[config.mk]
export PLATFORM = sky130hd
export DESIGN_NAME = param_assoc_cache
export DESIGN_NICKNAME = d
export VERILOG_FILES = /design/src/rtl/cache_pkg.sv /design/src/rtl/cache_plru.sv /design/src/rtl/param_assoc_cache.sv
export SDC_FILE = /design/constraint.sdc
export NUM_CORES = 2
export LEC_CHECK = 0
export ABC_AREA = 0
export BUFFER_PORTS_ARGS = -buffer_cell sky130_fd_sc_hd__buf_2
export CAP_MARGIN = 20
export CORE_ASPECT_RATIO = 2
export CORE_UTILIZATION = 30
export DETAILED_ROUTE_END_ITERATION = 10
export HOLD_SLACK_MARGIN = 0.03
export PLACE_DENSITY = 0.44
export SYNTH_ARGS = -nofsm -noshare
export SYNTH_HDL_FRONTEND = slang
export SYNTH_SLANG_ARGS = --single-unit
[constraint.sdc]
create_clock -name clk -period 10.3 [get_ports clk]
set_clock_uncertainty 0.15 [all_clocks]
set_input_delay 0.515 -clock clk [delete_from_list [all_inputs] [get_ports clk]]
set_output_delay 0.515 -clock clk [all_outputs]
set_load 0.01 [all_outputs]
[src/rtl/cache_pkg.sv]
// rtl/cache_pkg.sv - shared FSM state encoding and tree-PLRU helpers for param_assoc_cache
//
// Purpose: state constants used by the cache FSM, plus pure functions that
// update and query a tree pseudo-LRU word for up to 8 ways.
// Ports: none (package).
package cache_pkg;

  typedef logic [2:0] state_t;

  localparam state_t ST_IDLE   = 3'd0;
  localparam state_t ST_LOOKUP = 3'd1;
  localparam state_t ST_REFILL = 3'd2;
  localparam state_t ST_WRITE  = 3'd3;
  localparam state_t ST_RESP   = 3'd4;

  // Tree of up to 7 nodes (8 ways). Node n has children 2n+1 (left) and
  // 2n+2 (right). A node bit of 0 points the victim search left, 1 right.
  localparam int PLRU_MAX_BITS = 7;
  localparam int WAY_MAX_W     = 3;

  typedef logic [PLRU_MAX_BITS-1:0] plru_t;

  // On an access, every node on the path is pointed away from the used way.
  function automatic plru_t plru_touch(input plru_t bits, input logic [2:0] way,
                                       input int levels);
    plru_t nb;
    int    node;
    logic  b;
    nb   = bits;
    node = 0;
    for (int l = 0; l < WAY_MAX_W; l++) begin
      if (l < levels) begin
        b        = way[levels-1-l];
        nb[node] = ~b;
        node     = 2 * node + (b ? 2 : 1);
      end
    end
    return nb;
  endfunction

  // Follows the node bits from the root; the first decision is the way MSB.
  function automatic logic [2:0] plru_victim(input plru_t bits, input int levels);
    logic [2:0] w;
    int         node;
    w    = '0;
    node = 0;
    for (int l = 0; l < WAY_MAX_W; l++) begin
      if (l < levels) begin
        w    = {w[1:0], bits[node]};
        node = 2 * node + (bits[node] ? 2 : 1);
      end
    end
    return w;
  endfunction

endpackage

[src/rtl/cache_plru.sv]
// rtl/cache_plru.sv - per-set tree-PLRU storage and victim selection
//
// Purpose: holds one PLRU word per set, updates it on touch, and picks the
// replacement way (lowest invalid way first, otherwise the PLRU way).
// Ports:
//   clk, reset       clock, asynchronous active-low reset (clears all PLRU bits)
//   set_idx          set being looked up / updated
//   valid_vec        valid bits of the ways in set_idx
//   touch_en/way     mark a way of set_idx as most recently used
//   victim           way to replace in set_idx
module cache_plru
  import cache_pkg::*;
#(
  parameter int WAYS = 2,
  parameter int SETS = 4,
  localparam int IDX_W = $clog2(SETS),
  localparam int WAY_W = (WAYS > 1) ? $clog2(WAYS) : 1
) (
  input  logic             clk,
  input  logic             reset,
  input  logic [IDX_W-1:0] set_idx,
  input  logic [WAYS-1:0]  valid_vec,
  input  logic             touch_en,
  input  logic [WAY_W-1:0] touch_way,
  output logic [WAY_W-1:0] victim
);

  localparam int PW     = (WAYS > 1) ? WAYS - 1 : 1;
  localparam int LEVELS = $clog2(WAYS);

  logic [PW-1:0] plru_mem [SETS];
  plru_t         cur;
  plru_t         nxt;

  assign cur = plru_t'(plru_mem[set_idx]);
  assign nxt = plru_touch(cur, 3'(touch_way), LEVELS);

  always_comb begin
    victim = WAY_W'(plru_victim(cur, LEVELS));
    // Scan downward so the lowest-index invalid way wins.
    for (int w = WAYS - 1; w >= 0; w--) begin
      if (!valid_vec[w]) victim = WAY_W'(w);
    end
  end

  always_ff @(posedge clk or negedge reset) begin
    if (!reset) begin
      for (int s = 0; s < SETS; s++) plru_mem[s] <= '0;
    end else if (touch_en) begin
      plru_mem[set_idx] <= nxt[PW-1:0];
    end
  end

endmodule

[src/rtl/param_assoc_cache.sv]
// rtl/param_assoc_cache.sv - parameterised set-associative write-through read cache
//
// Purpose: blocking single-request cache, write-through / no-write-allocate,
// full-line refill, tree-PLRU replacement, saturating hit/miss counters.
// Ports:
//   clk, reset                  clock, asynchronous active-low reset
//   cpu_req/we/addr/wdata       request, accepted only while stall=0
//   cpu_rdata, cpu_valid        one-cycle completion pulse with read data
//   stall                       high whenever the FSM is not idle
//   mem_req/we/addr/wdata       memory request, held stable until mem_ack
//   mem_ack, mem_rdata          memory completion; refill line, word 0 in LSBs
//   hit_cnt, miss_cnt           saturating lookup statistics
module param_assoc_cache
  import cache_pkg::*;
#(
  parameter int ADDR_W     = 6,
  parameter int DATA_W     = 32,
  parameter int WAYS       = 2,
  parameter int SETS       = 4,
  parameter int LINE_WORDS = 4
) (
  input  logic                         clk,
  input  logic                         reset,
  input  logic                         cpu_req,
  input  logic                         cpu_we,
  input  logic [ADDR_W-1:0]            cpu_addr,
  input  logic [DATA_W-1:0]            cpu_wdata,
  output logic [DATA_W-1:0]            cpu_rdata,
  output logic                         cpu_valid,
  output logic                         stall,
  output logic                         mem_req,
  output logic                         mem_we,
  output logic [ADDR_W-1:0]            mem_addr,
  output logic [DATA_W-1:0]            mem_wdata,
  input  logic                         mem_ack,
  input  logic [DATA_W*LINE_WORDS-1:0] mem_rdata,
  output logic [15:0]                  hit_cnt,
  output logic [15:0]                  miss_cnt
);

  localparam int OFF_W = $clog2(LINE_WORDS);
  localparam int IDX_W = $clog2(SETS);
  localparam int TAG_W = ADDR_W - OFF_W - IDX_W;
  localparam int WAY_W = (WAYS > 1) ? $clog2(WAYS) : 1;

  state_t              state;
  logic                req_we;
  logic [ADDR_W-1:0]   req_addr;
  logic [DATA_W-1:0]   req_wdata;
  logic [WAY_W-1:0]    victim_q;
  logic [DATA_W-1:0]   resp_word;

  // Data and tags are deliberately not reset; valid bits gate their use.
  logic [DATA_W-1:0]   data_mem [SETS][WAYS][LINE_WORDS];
  logic [TAG_W-1:0]    tag_mem  [SETS][WAYS];
  logic [WAYS-1:0]     valid_q  [SETS];

  logic [OFF_W-1:0]    req_off;
  logic [IDX_W-1:0]    req_idx;
  logic [TAG_W-1:0]    req_tag;
  logic                hit;
  logic [WAY_W-1:0]    hit_way;
  logic [DATA_W-1:0]   hit_word;
  logic [WAY_W-1:0]    victim;
  logic                lookup_rd_hit;
  logic                refill_done;
  logic                plru_touch_en;
  logic [WAY_W-1:0]    plru_touch_way;

  assign req_off = req_addr[OFF_W-1:0];
  assign req_idx = req_addr[OFF_W +: IDX_W];
  assign req_tag = req_addr[ADDR_W-1 -: TAG_W];

  always_comb begin
    hit     = 1'b0;
    hit_way = '0;
    for (int w = 0; w < WAYS; w++) begin
      if (valid_q[req_idx][w] && tag_mem[req_idx][w] == req_tag) begin
        hit     = 1'b1;
        hit_way = WAY_W'(w);
      end
    end
  end

  assign hit_word      = data_mem[req_idx][hit_way][req_off];
  assign lookup_rd_hit = (state == ST_LOOKUP) && hit && !req_we;
  assign refill_done   = (state == ST_REFILL) && mem_ack;

  // Completion outputs are decoded from state so reset clears them at once.
  assign stall     = (state != ST_IDLE);
  assign cpu_valid = lookup_rd_hit || (state == ST_RESP) || ((state == ST_WRITE) && mem_ack);
  assign cpu_rdata = lookup_rd_hit ? hit_word : ((state == ST_RESP) ? resp_word : '0);

  assign plru_touch_en  = ((state == ST_LOOKUP) && hit) || refill_done;
  assign plru_touch_way = refill_done ? victim_q : hit_way;

  cache_plru #(
    .WAYS (WAYS),
    .SETS (SETS)
  ) u_plru (
    .clk       (clk),
    .reset     (reset),
    .set_idx   (req_idx),
    .valid_vec (valid_q[req_idx]),
    .touch_en  (plru_touch_en),
    .touch_way (plru_touch_way),
    .victim    (victim)
  );

  always_ff @(posedge clk or negedge reset) begin
    if (!reset) begin
      state     <= ST_IDLE;
      req_we    <= 1'b0;
      req_addr  <= '0;
      req_wdata <= '0;
      victim_q  <= '0;
      resp_word <= '0;
      mem_req   <= 1'b0;
      mem_we    <= 1'b0;
      mem_addr  <= '0;
      mem_wdata <= '0;
      hit_cnt   <= '0;
      miss_cnt  <= '0;
      for (int s = 0; s < SETS; s++) valid_q[s] <= '0;
    end else begin
      case (state)
        ST_IDLE: begin
          if (cpu_req) begin
            req_we    <= cpu_we;
            req_addr  <= cpu_addr;
            req_wdata <= cpu_wdata;
            state     <= ST_LOOKUP;
          end
        end
        ST_LOOKUP: begin
          victim_q <= victim;
          if (hit) begin
            if (hit_cnt != 16'hFFFF) hit_cnt <= hit_cnt + 16'd1;
          end else begin
            if (miss_cnt != 16'hFFFF) miss_cnt <= miss_cnt + 16'd1;
          end
          if (req_we) begin
            mem_req   <= 1'b1;
            mem_we    <= 1'b1;
            mem_addr  <= req_addr;
            mem_wdata <= req_wdata;
            state     <= ST_WRITE;
          end else if (hit) begin
            state <= ST_IDLE;
          end else begin
            mem_req  <= 1'b1;
            mem_we   <= 1'b0;
            mem_addr <= {req_addr[ADDR_W-1:OFF_W], {OFF_W{1'b0}}};
            state    <= ST_REFILL;
          end
        end
        ST_REFILL: begin
          if (mem_ack) begin
            mem_req                     <= 1'b0;
            valid_q[req_idx][victim_q]  <= 1'b1;
            resp_word                   <= mem_rdata[int'(req_off)*DATA_W +: DATA_W];
            state                       <= ST_RESP;
          end
        end
        ST_WRITE: begin
          if (mem_ack) begin
            mem_req <= 1'b0;
            mem_we  <= 1'b0;
            state   <= ST_IDLE;
          end
        end
        ST_RESP: state <= ST_IDLE;
        default: state <= ST_IDLE;
      endcase
    end
  end

  always_ff @(posedge clk) begin
    if ((state == ST_LOOKUP) && hit && req_we) begin
      data_mem[req_idx][hit_way][req_off] <= req_wdata;
    end
    if (refill_done) begin
      tag_mem[req_idx][victim_q] <= req_tag;
      for (int i = 0; i < LINE_WORDS; i++) begin
        data_mem[req_idx][victim_q][i] <= mem_rdata[i*DATA_W +: DATA_W];
      end
    end
  end

endmodule

==> impl_metrics.json <==
{
  "status": "finished clean",
  "globalRouteOverflowTotal": 0,
  "synth.most_common_cell": "edfxtp_1",
  "slew_viol_final": 0,
  "total_power_mw": 17.1,
  "drc": 0,
  "cts.root.buffer_cell": "clkbuf_16",
  "fmax_mhz": 156,
  "pin_count": 277,
  "critPathCaptureType": "output port",
  "fin_crit_ns": 6.40,
  "crit_chain": "buf_12, buf_4, buf_4, mux4_2, mux4_2, mux2i_1, o21ai_0, buf_2",
  "syn_to_final_growth_pct": 17.5,
  "wl_mm": 166,
  "start_util_pct": 30.2,
  "hold_path.startpoint": "mem_rdata[83]",
  "syn_area_um2": 49700,
  "synth_top_area_share_pct": 62.8,
  "io_buffers": 276,
  "critPathBufInv": 4,
  "maxCapViolCount": 0,
  "r2r_cells": 8,
  "seq_area_frac_synth_pct": 70.8,
  "synth-seq-cells": 1199,
  "grt_pass1_wl_mm": 233,
  "p_per_area_nw_per_um2": 293,
  "path_max_fanout": 150,
  "ys.flop_type": "edfxtp_1",
  "timing.rr.end": "data_mem[2][39]",
  "clk_pin_slew_worst_paths_ns": 0.07,
  "arrival_ns": 5.74,
  "start_kind": "flip-flop",
  "path_depth": 8,
  "grt_pass1_vias": 30000,
  "dieArea_um2": 167000,
  "p_leak_nw": 20.6,
  "endpoint": "cpu_rdata[7]",
  "grt_max_degree": 151,
  "synthArstFlopShare_pct": 13.3,
  "r2r-start": "req_addr[2]",
  "slew-limit-headroom_pct": 24.0,
  "clock-sinks": 1199,
  "synth.distinct_cells": 63,
  "final_area_um2": 58400,
  "cts_buffers": 112,
  "global_route.usage.total_pct": 19.9,
  "critical_path_required_ns": 9.64,
  "clockBufferDepth": 3,
  "grt_setup_unrepaired": "false",
  "yosysTopAreaCell": "edfxtp_1",
  "core.rowCount": 211,
  "crit_type": "flip-flop to output port",
  "hold_class": "input port to flip-flop",
  "avgSynthCellArea_um2": 18.0,
  "r2r_slack_ns": 4.89,
  "drtAntennaViolNets": 0,
  "htree_levels": 3,
  "drt_iter0_drc": 2142,
  "slowest_stage": "buf_4",
  "yosys_warnings": 0,
  "core_um2": 165000,
  "hold_viol": 0,
  "syn_nets": 2930,
  "ys_top_cells_by_count": "edfxtp_1 (1,040), nand2_1 (469), mux4_2 (334)",
  "die_height_um": 578,
  "antenna_found_initial": 13,
  "clkLatencyLatePin_ns": 0.72,
  "hpwl_mm": 110,
  "cpLargestDelayFamily": "buffers and inverters",
  "num_vias": 27800,
  "fin_tns_setup_ns": 0,
  "synthCells": 2757,
  "cts_tree": "yes",
  "via_per_inst": 5.18,
  "peakVddDrop_uv": 221,
  "die_x_um": 290,
  "synth_area_leaders": "edfxtp_1 (63%), mux4_2 (15%), dfrtp_1 (8.0%)",
  "startpoint": "req_addr[3]",
  "gp_congestion": 0.781,
  "wl_per_cell_um": 31.1,
  "cp_slowest_stage_delay_ns": 0.89,
  "drive_above_1_share_pct": 31.6,
  "worst_pin_slew_ns": 1.14,
  "final_nets": 3296,
  "synth-edff-count": 1040,
  "place_area_um2": 54000,
  "dr.pass1.iters": 5,
  "finalSetupViolations": 0,
  "post-route-period-util_pct": 62.2
}
==> flip-flops by register name, indices dropped and copies added (netlist names) <==
register and count:
mem_addr 6, data_mem 1024, mem_req 1, mem_we 1, victim_q 1, resp_word 32, req_wdata 32, mem_wdata 32
hit_cnt 16, valid_q 8, state 3, u_plru.plru_mem 4, miss_cnt 16, tag_mem 16, req_we 1, req_addr 6
==> through the flow <==
step	instances	hold slack, ns	utilization [%]	setup WS (ns)
finish	5355	0.0690	35.5	3.90
global route	5351	0.0551	35.5	3.80
CTS	5349	0.0300	35.4	3.98
detailed placement	5070	0.304	32.8	4.78
global placement	5065	0.301	32.7	4.82
floorplan	2757	0.0694	-	6.31
==> layout make-up <==
type | count | area [um^2]
repair buffers | 414 | 2700
clock buffers | 148 | 3080
diodes | 5 | 12.5
clock inverters | 63 | 654
flip-flops and latches | 1199 | 35200
well taps | 2130 | 2670
multi-input cells | 1382 | 14000
inverters | 14 | 55.1
fillers | 15700 | 106000
==> kinds of logic after synthesis <==
family,after synthesis,synth area share (%)
buf+inv,176,1.52
simple gates,646,5.59
xor+xnor,34,0.705
fa+ha+maj,2,0.0503
compound gates,252,3.70
flops,1199,70.8
mux,448,17.6
==> metal layers <==
| metal | share of wire [%] | global-route usage, % | up-vias | routed length, um |
|---|---|---|---|---|
| met5 | 0.028 | 0 | - | 46 |
| met3 | 4.5 | 2.39 | 231 | 7460 |
| met4 | 2.6 | 5.72 | 8 | 4350 |
| met1 | 37 | 23.1 | 15000 | 62200 |
| li1 | - | - | 11600 | - |
| met2 | 55 | 37.9 | 912 | 92300 |
==> cell usage in the layout, fill, tap and decap left out, types with 35 or more instances in the layout <==
cell           instances
edfxtp_1            1040
dlygate4sd3_1         68
mux4_2               334
buf_4                 62
mux2i_1               36
mux2_2                76
dfrtp_1              155
a21o_1               128
buf_2                275
o21ai_0               35
nor2_4                36
nand2_1              467
clkbuf_16            114
==> worst reg2reg max path: stages (launching register included) <==
cell	delay, ns
dfrtp_4	0.50
buf_12	0.60
mux4_2	0.79
xor2_2	0.22
nor3_4	0.43
buf_4	0.50
a31oi_1	0.42
nor2_4	0.82
buf_4	0.56
==> repair_timing <==
| item | CTS | global route |
|---|---|---|
| hold buffers | 68 | 0 |
| endpoints found under the hold margin | 206 | 0 |
| buffers inserted | 0 | 0 |
| resized for setup | 0 | 0 |
==> power breakdown <==
part	total (mW)	leakage [nW]	switching, mW	internal (mW)
logic	5.90	7.45	3.62	2.27
clock network	4.28	1.84	1.89	2.39
registers	6.96	11.3	0.432	6.53
total	17.1	20.6	5.95	11.2
==> how the worst min path moves through the flow <==
stage | cells past startpoint | endpoint | slack (ns)
2_1_floorplan | 0 | hit_cnt[0] | 0.07
3_3_place_gp | 1 | valid_q[2] | 0.30
3_5_place_dp | 1 | valid_q[2] | 0.30
4_1_cts | 2 | data_mem[0][51] | 0.03
5_1_grt | 2 | data_mem[3][77] | 0.06
6_report | 2 | data_mem[0][51] | 0.07
Note: power is estimated with default switching activity, not from simulation.
